File: src/rtl/sequence_generator_fsm.sv
// Serial pattern generator: shifts a captured pattern out MSB first,
// repeated back to back a requested number of times, then pulses done.
// Optional build macro: SEQ_GEN_PARITY_EN appends an even-parity bit
// after every repetition of the pattern.
module sequence_generator_fsm #(
  parameter int PATTERN_W = 4,
  parameter int CNT_W     = 4
) (
  input  logic                 clk,
  input  logic                 reset_i,
  input  logic                 start_i,
  input  logic [PATTERN_W-1:0] pattern_i,
  input  logic [CNT_W-1:0]     repeat_i,
  output logic                 out_o,
  output logic                 valid_o,
  output logic                 busy_o,
  output logic                 done_o
);

  localparam int IDX_W = (PATTERN_W > 2) ? $clog2(PATTERN_W) : 1;
  localparam logic [IDX_W-1:0] IDX_MSB = IDX_W'(PATTERN_W - 1);

  typedef enum logic [1:0] {
    IDLE,
    SHIFT,
`ifdef SEQ_GEN_PARITY_EN
    PARITY,
`endif
    DONE
  } state_t;

  state_t               state_reg, state_next;
  logic [PATTERN_W-1:0] pattern_reg, pattern_next;
  logic [CNT_W-1:0]     rep_reg, rep_next;
  logic [IDX_W-1:0]     idx_reg, idx_next;
  logic                 out_reg, out_next;
  logic                 valid_reg, valid_next;
  logic                 done_reg, done_next;

  // The repetition counter holds the number of repetitions still to send,
  // including the one currently on the wire.
  logic last_rep;
  assign last_rep = (rep_reg <= CNT_W'(1));

  // State, captured request and registered outputs.
  always_ff @(posedge clk) begin
    if (reset_i) begin
      state_reg   <= IDLE;
      pattern_reg <= '0;
      rep_reg     <= '0;
      idx_reg     <= IDX_MSB;
      out_reg     <= 1'b0;
      valid_reg   <= 1'b0;
      done_reg    <= 1'b0;
    end else begin
      state_reg   <= state_next;
      pattern_reg <= pattern_next;
      rep_reg     <= rep_next;
      idx_reg     <= idx_next;
      out_reg     <= out_next;
      valid_reg   <= valid_next;
      done_reg    <= done_next;
    end
  end

  // Next state and next output values; outputs are computed one cycle ahead
  // so that they leave the block straight from flops.
  always_comb begin
    state_next   = state_reg;
    pattern_next = pattern_reg;
    rep_next     = rep_reg;
    idx_next     = idx_reg;
    out_next     = 1'b0;
    valid_next   = 1'b0;
    done_next    = 1'b0;
    case (state_reg)
      IDLE: begin
        if (start_i) begin
          state_next   = SHIFT;
          pattern_next = pattern_i;
          rep_next     = (repeat_i == '0) ? CNT_W'(1) : repeat_i;
          idx_next     = IDX_MSB;
          out_next     = pattern_i[PATTERN_W-1];
          valid_next   = 1'b1;
        end
      end
      SHIFT: begin
        if (idx_reg != '0) begin
          idx_next   = idx_reg - IDX_W'(1);
          out_next   = pattern_reg[idx_next];
          valid_next = 1'b1;
        end else begin
`ifdef SEQ_GEN_PARITY_EN
          state_next = PARITY;
          out_next   = ^pattern_reg;
          valid_next = 1'b1;
`else
          if (!last_rep) begin
            rep_next   = rep_reg - CNT_W'(1);
            idx_next   = IDX_MSB;
            out_next   = pattern_reg[PATTERN_W-1];
            valid_next = 1'b1;
          end else begin
            state_next = DONE;
            done_next  = 1'b1;
          end
`endif
        end
      end
`ifdef SEQ_GEN_PARITY_EN
      PARITY: begin
        if (!last_rep) begin
          state_next = SHIFT;
          rep_next   = rep_reg - CNT_W'(1);
          idx_next   = IDX_MSB;
          out_next   = pattern_reg[PATTERN_W-1];
          valid_next = 1'b1;
        end else begin
          state_next = DONE;
          done_next  = 1'b1;
        end
      end
`endif
      DONE: begin
        state_next = IDLE;
      end
      default: begin
        state_next = IDLE;
      end
    endcase
  end

  assign out_o   = out_reg;
  assign valid_o = valid_reg;
  assign done_o  = done_reg;
  assign busy_o  = (state_reg != IDLE);

endmodule

File: config.mk
export PLATFORM = sky130hd
export DESIGN_NAME = sequence_generator_fsm
export DESIGN_NICKNAME = d
export VERILOG_FILES = /design/src/rtl/sequence_generator_fsm.sv
export SDC_FILE = /design/constraint.sdc
export NUM_CORES = 1
export LEC_CHECK = 0
export CAP_MARGIN = 5
export CELL_PAD_IN_SITES_DETAIL_PLACEMENT = 1
export CELL_PAD_IN_SITES_GLOBAL_PLACEMENT = 1
export CORE_MARGIN = 2
export CORE_UTILIZATION = 37
export CTS_CLUSTER_SIZE = 16
export DETAILED_ROUTE_END_ITERATION = 16
export GPL_ROUTABILITY_DRIVEN = 0
export GPL_TIMING_DRIVEN = 1
export PLACE_DENSITY_LB_ADDON = 0.08
export REMOVE_ABC_BUFFERS = 1
export SETUP_SLACK_MARGIN = 0.5
export SLEW_MARGIN = 20
export SYNTH_ARGS = -nofsm -noshare
export SYNTH_HDL_FRONTEND = slang
export SYNTH_SLANG_ARGS = --single-unit
export TNS_END_PERCENT = 50
File: constraint.sdc
create_clock -name clk -period 1.7 [get_ports clk]
set_input_delay 0.17 -clock clk [delete_from_list [all_inputs] [get_ports clk]]
set_output_delay 0.17 -clock clk [all_outputs]
set_load 0.1 [all_outputs]
Yosys cells after proc, flatten, opt, wreduce, memory -nomap -nowiden
Index checks and enable logic that the tools add are counted.
{ "totals": {"out_inout_bits": 4, "input_bits": 11, "word_cells": 52, "register_bits": 15} }
{ "op_classes": {"n_lt_le_gt_ge": 2, "n_reduce_logical": 10, "bitwise_logic": 1, "mux": 24, "n_eq_ne": 6, "add_sub_neg": 2} }
{ "ops": {"columns": ["op", "count"], "rows": [
  ["two-way mux 4 bit", 4],
  ["two-way mux 2 bit", 6],
  ["two-way mux 1 bit", 8],
  ["!= test 2 bit, second input constant", 4],
  ["case mux 2 bit (2 select lines)", 2],
  ["case mux 4 bit (2 select lines)", 1],
  ["AND reduction 3 bit", 2],
  ["nonzero test 2 bit", 3],
  ["less-or-equal comparator 4 x 1 -> 1 bit, second input constant", 1],
  ["zero test 4 bit", 1],
  ["case mux 1 bit (2 select lines)", 2],
  ["AND reduction 4 bit", 1],
  ["subtractor 4 x 1 -> 4 bit, second input constant", 1],
  ["< comparator 2 x 3 -> 1 bit, second input constant", 1],
  ["!= test 3 bit, second input constant", 1],
  ["OR reduction 3 bit", 1],
  ["binary-select mux 1 bit (select 2 bit)", 1],
  ["equality test 2 x 1 -> 1 bit, second input constant", 1],
  ["zero test 2 bit", 1],
  ["AND reduction 2 bit", 1],
  ["subtractor 2 x 1 -> 2 bit, second input constant", 1],
  ["NOT 1 bit", 1]
]} }

Longest topological paths before layout
Gate-level depths: netlist of run 1.
{ "depth": {"word_depth": 5, "depth_mapped": 6, "mapped_depth_nobuf": 6} }

Worst setup path after synthesis of run 1
OpenSTA, ideal clock, no wires.
{ "synth_path": {"path_kind": "flip-flop to flip-flop", "start": "reg rep_reg[0]", "end": "reg idx_reg[1]", "arrival_ns": 1.458, "setup_time_ns": 0.117, "n_path_buf": 0, "setup_slack_ns": 0.125, "t_required_ns": 1.583, "path_stages_with_launch": 7, "period_less_slack_ns": 1.575, "path_cell_list": "dfxtp_1 -> inv_1 -> ha_1 -> or2_4 -> a311oi_2 -> mux2i_1 -> nand2b_1"} }
{ "synth_between": {"elab_chain_cells": 3} }
{ "synth_rtl": {"columns": ["item", "line", "source"], "rows": [
  ["start, declared", "34", "logic [CNT_W-1:0] rep_reg, rep_next;"],
  ["start signal, assigned", "58", "rep_reg <= rep_next;"],
  ["less-or-equal comparator 4 x 1 -> 1 bit", "43", "assign last_rep = (rep_reg <= CNT_W'(1));"],
  ["!= test 3 bit (no source line)", null, null],
  ["AND reduction 3 bit (no source line)", null, null],
  ["end signal, assigned", "59", "idx_reg <= idx_next;"],
  ["end, declared", "35", "logic [IDX_W-1:0] idx_reg, idx_next;"]
]} }
Every way passes these cells.
A chain may end at the register's enable or synchronous reset.

Worst setup path after layout of run 1
{ "layout_path": {"start": "reg rep_reg[0]", "end": "reg rep_reg[2]"} }
{ "layout_between": {"elab_chain_cells": 4, "elab_cells_between_ends": 7, "classes_between": "add/sub: 1; order compare: 1; eq/ne: 1; mux: 3; reduce/logical: 1"} }
{ "layout_rtl": {"columns": ["item", "line", "source"], "rows": [
  ["subtractor 4 x 1 -> 4 bit", "99", "rep_next = rep_reg - CNT_W'(1);"],
  ["two-way mux 4 bit", "98", "if (!last_rep) begin"],
  ["two-way mux 4 bit", "88", "if (idx_reg != '0) begin"],
  ["case mux 4 bit (2 select lines)", "76", "case (state_reg)"]
]} }
Several ways; a longest one is shown, not always the timed one. The select of a mux whose other input is x is not followed.

==> flow_summary.yaml, run 1 <==
status:
  status: "complete, no violations"
detailed_routing:
  first_iter_violations: 4
  vias: 771
  drc: 0
  vias_per_cell: 5.14
  drt-total-wl_mm: 2.21
  first_pass_iters: 4
  antenna_left: 0
  wl_per_cell_um: 14.7
power:
  power_density_mw_per_mm2: 750
  p_leak_uw: 0.000475
  peakVddDrop_uv: 377
clock_network:
  cts_buffers: 3
  clockBufferDepth: 2
  clkSinkCount: 15
  cts_tree: "built"
  clk_pin_slew_ps: 100
  cts_hold_buf: 0
  cts-root-buf: "clkbuf_4"
  htreeDepth: 1
  clock_latency_ps: 290
global_routing:
  grt_pass1_vias: 833
  grt_max_degree: 10
  track_usage_pct: 19.3
  grt_pass1_wl_mm: 3.68
  antenna_found_initial: 0
  overflow: 0
critical_path:
  critPathMaxFanout: 4
  r2r_cells: 6
  worstSetupPathType: "reg2reg"
  end_kind: "register"
  critPathLaunchType: "register"
  rrSetupSlack_ps: 90
  rr_endpoint: "rep_reg[2]"
  worstPathRequired_ps: 1880
  reg2reg_from: "rep_reg[0]"
  cp_data_arrival_time_ps: 1790
cells_and_area:
  final_area_sq_mm: 0.00117
  drive_gt1_share_pct: 32.0
  n_antenna_cell: 0
  mostFrequentLayoutCells: "buf_4 (14), dfxtp_1 (12), clkdlybuf4s50_1 (10)"
  n_fill_cell: 278
  finalNetCount: 137
  area_growth_pct: 39.9
  final_common_cell: "buf_4"
die:
  initial_core_util_pct: 38.4
  num_rows: 17
  core_sq_mm: 0.00217
  fp.dieH_um: 51.5
  die-area_sq_mm: 0.00265
  ios: 15
  die_w_um: 51.5
worst_hold_path:
  hold_path.class: "in2reg"
  hold_depth: 3
  hold_end: "pattern_reg[0]"
  hold_start: "pattern_i[0]"
sta:
  maxSlewHeadroom_pct: 69.8
  report.final.hold_viol_count: 0
  rsz0062_at_grt: "yes"
  timing.setup.tns_ps: 0
  period_needed_ps: 1610
  clock-skew-final_ps: 5.67
  setup_violations: 0
  drv_slew: 0
  setup_ws_ps: 87.7
  period_share_pct: 94.8
  tightestPinTransition_ps: 453
  fmax_ghz: 0.620
synth:
  yosysWarnings: 0
  ys.flop_type: "dfxtp_1"
  synth-seq-cells: 15
  syn_area_per_cell_sq_um: 8.59
  seq_area_frac_synth_pct: 36.0
  synth_edf_count: 0
  syn_inst: 97
  syn_area_sq_um: 833
  synth_area_leaders: "dfxtp_1 (36%), a21oi_1 (5.4%), nand2b_1 (5.3%)"
  synthArstFlopShare_pct: 0
  synth_top_area_cell: "dfxtp_1"
  synth.distinct_cells: 37
  synth.top_cell.area_share_pct: 36.0
placed_design:
  io_buffers: 14
  dpl_cell_area_sq_mm: 0.00103
  dpl.hpwl_mm: 1.62
  dp_slack_ps: 12.6
flow_run:
  maxCapViolations: 0
cell type report:
class / instances / area [sq um] / share of cell area [%]
Clock buffer: 4 / 26.3 / 2.25
Inverter: 6 / 22.5 / 1.93
Multi-Input combinational cell: 72 / 551 / 47.2
Sequential cell: 15 / 307 / 26.3
Tap cell: 28 / 35.0 / 3.00
Timing Repair Buffer: 25 / 225 / 19.3
cell usage after synthesis (2+ instances only):
master	number
o21ai_0	4
o32ai_1	2
nor2b_1	2
ha_1	3
nor2_1	6
nand2b_1	7
a21oi_1	9
dfxtp_1	15
and2_1	2
mux2i_1	3
nand2_1	9
inv_1	6
nor2_2	2
nand3_1	2
and3_1	2
nor3_1	2
through the flow:
step / util [%] / hold slack (ps) / instances / total power (uW)
4_1_cts: 52.0 / 419 / 149 / 859
3_3_place_gp: 47.4 / 444 / 141 / 613
5_1_grt: 53.7 / 440 / 150 / 921
2_1_floorplan: - / 239 / 93 / 536
3_5_place_dp: 47.4 / 449 / 141 / 618
6_report: 53.7 / 424 / 150 / 874
worst max-delay path: stages (launching register included):
cell and delay (ps):
dfxtp_4 380, inv_2 40, ha_4 150, or2_4 280
a211o_1 350, a21oi_1 200, o32ai_2 110
how the worst max path moves through the flow:
stage          startpoint    endpoint  slack (ps)  depth (start not counted)
5_1_grt        rep_reg[0]  rep_reg[2]          40                          6
3_3_place_gp   rep_reg[0]  idx_reg[1]          70                          6
4_1_cts        rep_reg[0]  idx_reg[1]         110                          6
2_1_floorplan  rep_reg[0]  idx_reg[1]         130                          6
6_report       rep_reg[0]  rep_reg[2]          90                          6
3_5_place_dp   rep_reg[0]  rep_reg[2]          10                          6
cells by family after synthesis:
| logic type | share of synthesized area, % |
|---|---|
| adders and majority gates | 4.50 |
| and+or+nand+nor | 27.8 |
| buffers and inverters | 6.01 |
| xor gates and xnor gates | 1.05 |
| DFF | 36.0 |
| muxes | 4.96 |
| AOI/OAI and AO/OA | 19.7 |
where the power goes:
group / internal [uW] / switching (uW)
combinational: 124 / 141
sequential: 373 / 17.5
clock: 91.2 / 127
total: 588 / 286
timing repair:
item / in CTS / in global routing
setup buffers: 4 / 1
setup endpoints to repair: 15 / 16
pin swaps: 9 / 2
gates resized for setup: 12 / 5
hold endpoints to repair: 0 / 0
per-layer routing:
layer  vias to the layer above  wire length (um)  global-route usage (%)
met5                         -                 0                       0
met4                         0                50                    9.65
met3                         6                64                    3.80
met2                        13              1140                    33.5
met1                       363               950                    22.1
li1                        389                 -                       -
(Power assumes the default switching activity.)
==> run 2: changes to the inputs <==
Settings changed: TNS_END_PERCENT 50 to not set.
==> run 2 against run 1 <==
  * Via count grew 1.0%
  * Sequential power is essentially flat
  * Count of clock-buffer cells in the layout is the same
  * Worst hold slack lost 2.2 ps
  * Sequential cell count is the same
  * Non-clock buffer count grew 3
  * Global-route usage grew 0.29 points
  * Cell count grew 2.0%
  * Worst setup slack gained 53 ps
  * Register-to-register slack gained 50 ps
  * Critical endpoint unchanged
==> flow_summary.yaml, run 2 (same netlist as run 1, synthesis figures left out) <==
die:
  num_rows: 17
  fp.dieH_um: 51.5
  die-area_sq_mm: 0.00265
  ios: 15
  core_sq_mm: 0.00217
  die_w_um: 51.5
  initial_core_util_pct: 38.4
detailed_routing:
  vias_per_cell: 5.09
  drt-total-wl_mm: 2.32
  drc: 0
  first_pass_iters: 4
  first_iter_violations: 8
  vias: 779
  wl_per_cell_um: 15.2
  antenna_left: 0
clock_network:
  cts-root-buf: "clkbuf_4"
  htreeDepth: 1
  clkSinkCount: 15
  cts_buffers: 3
  clock_latency_ps: 290
  clk_pin_slew_ps: 100
  clockBufferDepth: 2
  cts_tree: "built"
placed_design:
  dpl.hpwl_mm: 1.62
  io_buffers: 14
critical_path:
  crit_chain: "inv_2 > ha_4 > or2_4 > a211oi_4 > nor2_2 > o32ai_1"
  crit_path_max_incr_delay_ps: 380
  cp_num_buf_inv: 1
  cpLargestDelayFamily: "compound AO/OA/AOI/OAI gates"
  cp_data_arrival_time_ps: 1760
  critPathMaxFanout: 4
  worstSetupPathType: "reg2reg"
  critPathLaunchType: "register"
  worstPathRequired_ps: 1900
  crit_slowest_cell: "dfxtp_4"
  end_kind: "register"
power:
  power_density_mw_per_mm2: 740
  p_leak_uw: 0.000490
  peakVddDrop_uv: 379
  p_total_uw: 884
cells_and_area:
  n_antenna_cell: 0
  area_growth_pct: 43.4
  drive_gt1_share_pct: 36.8
  finalNetCount: 140
  final_common_cell: "buf_4"
  mostFrequentLayoutCells: "buf_4 (16), clkdlybuf4s50_1 (10), nand2_1 (9), a21oi_1 (9), dfxtp_1 (9)"
sta:
  tightestPinTransition_ps: 455
  maxSlewHeadroom_pct: 69.7
  setup_violations: 0
  clock-skew-final_ps: 2.55
  period_share_pct: 91.7
  report.final.hold_viol_count: 0
  rsz0062_at_grt: "yes"
  timing.setup.tns_ps: 0
  drv_slew: 0
  period_needed_ps: 1560
  fmax_ghz: 0.641
global_routing:
  grt_pass1_wl_mm: 3.73
  overflow: 0
  antenna_found_initial: 0
  grt_pass1_vias: 834
  track_usage_pct: 19.5
  grt_max_degree: 10
flow_run:
  maxCapViolations: 0
worst_hold_path:
  hold_path.class: "in2reg"
status:
  status: "complete, no violations"
## run 2: cell types whose count changed in the layout (fill, tap and decap cells not counted), moves of 2 or more
cell,delta
inv_1,-2
dfxtp_1,-3
buf_4,+2
dfxtp_2,+3
o32ai_1,+2
inv_2,+2
o32ai_2,-2
## run 2: report_power, final
part	total (uW)	internal, uW	switching (uW)	leakage (uW)
clock	217	91.1	126	0.0000150
sequential	391	373	17.7	0.000124
combinational	276	132	144	0.000351
total	884	596	288	0.000490
## run 2: layer usage
metal | track usage [%] | wire (um)
met3 | 3.80 | 55
met4 | 9.65 | 36
met2 | 34.4 | 1230
met1 | 22.3 | 997
met5 | 0 | 0
## run 2: area by class of cell
| type | count | area [sq um] |
|---|---|---|
| fillers | 273 | 975 |
| multi-input cells | 72 | 549 |
| flip-flops and latches | 15 | 310 |
| repair buffers | 28 | 251 |
| well taps | 28 | 35.0 |
| clock buffers | 4 | 26.3 |
| inverters | 6 | 22.5 |
## run 2: through the flow
step	area, sq um	util (%)	hold WS (ps)	cells	worst slack, ps
4_1_cts	1150	52.9	419	151	115
3_5_place_dp	1030	47.4	449	141	12.6
6_report	1190	55.1	422	153	141
3_3_place_gp	1030	47.4	444	141	65.1
2_1_floorplan	806	-	239	93	126
5_1_grt	1190	55.1	441	153	54.0
## run 2: worst min-delay path: stages
cell and delay [ps]:
clkdlybuf4s50_1 400, nand2_1 50, a21oi_1 50
## run 2: path summary, 6_finish.rpt
check | startpoint | end | slack, ps | depth (start not counted)
setup reg to reg | rep_reg[0] | rep_reg[2] | 140 | 6
setup / recovery | rep_reg[0] | rep_reg[2] | 140 | 6
hold / removal | pattern_i[0] | pattern_reg[0] | 420 | 3
hold reg to reg | pattern_reg[0] | pattern_reg[0] | 470 | 2
## run 2: what timing repair did
action                     in CTS  in global routing
gates resized for setup        16                  9
setup endpoints to repair      15                 16
pin swaps                      13                  4
hold buffers                    0                  0
buffers inserted                6                  2
==> run 3: changes to the inputs <==
Settings changed: CORE_MARGIN 2 to 1.5.
==> run 3 against run 2 <==
  * Sequential power increased by 1%
  * Power rose by 4.8%
  * Worst hold slack gained 50 ps
  * Non-clock buffer count rose by 2
==> flow_summary.yaml, run 3 (same netlist as run 1, synthesis figures left out) <==
die:
  die_w_um: 50.5
  die-area_sq_mm: 0.00255
  ios: 15
  num_rows: 16
  initial_core_util_pct: 40.8
  fp.dieH_um: 50.5
  core_sq_mm: 0.00204
cells_and_area:
  utilization_pct: 64.9
  n_antenna_cell: 0
  mostFrequentLayoutCells: "buf_4 (13), clkdlybuf4s50_1 (10), dfxtp_1 (9)"
  drive_gt1_share_pct: 49.6
  finalNetCount: 142
  final_common_cell: "buf_4"
  area_growth_pct: 59.0
  final_area_sq_mm: 0.00133
status:
  status: "complete, no violations"
global_routing:
  grt_pass1_vias: 845
  grt_pass1_wl_mm: 4.26
  overflow: 0
  antenna_found_initial: 0
  track_usage_pct: 23.1
  grt_max_degree: 12
sta:
  maxSlewHeadroom_pct: 70.1
  rsz0062_at_grt: "yes"
  timing.setup.tns_ps: 0
  setup_violations: 0
  report.final.hold_viol_count: 0
  clock-skew-final_ps: 4.13
  period_needed_ps: 1600
  tightestPinTransition_ps: 447
  fmax_ghz: 0.623
  drv_slew: 0
  period_share_pct: 94.4
power:
  p_total_uw: 926
  power_density_mw_per_mm2: 699
  peakVddDrop_uv: 407
  p_leak_uw: 0.000535
critical_path:
  cp_data_arrival_time_ps: 1810
  worstPathRequired_ps: 1910
  crit_chain: "inv_4 > ha_4 > or2_4 > a211oi_4 > buf_6 > o21ai_2 > a31oi_1"
  critPathMaxFanout: 4
  crit_path_max_incr_delay_ps: 400
  end_kind: "register"
  cpLargestDelayFamily: "compound AO/OA/AOI/OAI gates"
  worstSetupPathType: "reg2reg"
  critPathLaunchType: "register"
  crit_slowest_cell: "dfxtp_4"
  cp_num_buf_inv: 2
flow_run:
  maxCapViolations: 0
clock_network:
  cts_hold_buf: 0
  htreeDepth: 1
  cts-root-buf: "clkbuf_4"
  clock_latency_ps: 290
  clkSinkCount: 15
  clockBufferDepth: 2
  cts_tree: "built"
  clk_pin_slew_ps: 100
  cts_buffers: 3
detailed_routing:
  first_pass_iters: 4
  drt-total-wl_mm: 2.89
  first_iter_violations: 7
  vias_per_cell: 5.28
  wl_per_cell_um: 18.8
  drc: 0
  vias: 813
  antenna_left: 0
placed_design:
  io_buffers: 14
  dpl.hpwl_mm: 1.58
  dpl_cell_area_sq_mm: 0.00102
worst_hold_path:
  hold_path.class: "reg2reg"
==> run 3: cell count changes in the layout (fill, tap and decap cells not counted), moves of 3 or more <==
cell / before / now
buf_6: 1 / 4
nand2_1: 9 / 5
nand2_4: 0 / 3
a21oi_1: 9 / 4
a21oi_2: 0 / 5
buf_4: 16 / 13
==> run 3: worst min-delay path: cells and delay by family, from the launching register on <==
family,cells,cell delay [ps]
DFF,1,320
and+or+nand+nor,1,70
AOI/OAI and AO/OA,1,50
==> run 3: layout make-up <==
class | count | area (sq um)
flip-flops and latches | 15 | 313
well taps | 27 | 33.8
clock buffers | 3 | 22.5
clock inverters | 1 | 5.00
multi-input cells | 72 | 623
inverters | 6 | 25.0
repair buffers | 30 | 303
fillers | 223 | 717
==> run 3: power breakdown <==
group	total, uW	switching [uW]	internal (uW)
clock	215	127	87.6
sequential	395	22.3	373
combinational	317	169	148
total	926	319	608
==> run 3: per-stage QoR <==
stage,instances,worst slack (ps),hold slack [ps]
after floorplan,93,126,239
after global placement,139,93.9,443
after detailed placement,139,12.8,459
after CTS,152,132,416
after global routing,154,52.5,479
final,154,95.5,472
==> run 3: layer usage <==
metal	share of wire [%]	up-vias	global-route usage (%)
li1	-	393	-
met1	43	401	29.1
met2	53	13	41.0
met3	2.0	6	2.68
met4	1.8	0	6.76
met5	0	-	0
==> run 3: worst paths after layout <==
path	from	end	slack (ps)	cells past startpoint
hold / removal	pattern_reg[2]	pattern_reg[2]	470	2
setup / recovery	rep_reg[0]	rep_reg[0]	100	7
hold reg to reg	pattern_reg[2]	pattern_reg[2]	470	2
setup reg to reg	rep_reg[0]	rep_reg[0]	100	7
==> run 3: timing repair <==
| action | 4_1_cts | 5_1_grt |
|---|---|---|
| setup endpoints to repair | 13 | 16 |
| resized for setup | 21 | 29 |
| pin swaps | 13 | 10 |
| setup buffers | 9 | 2 |
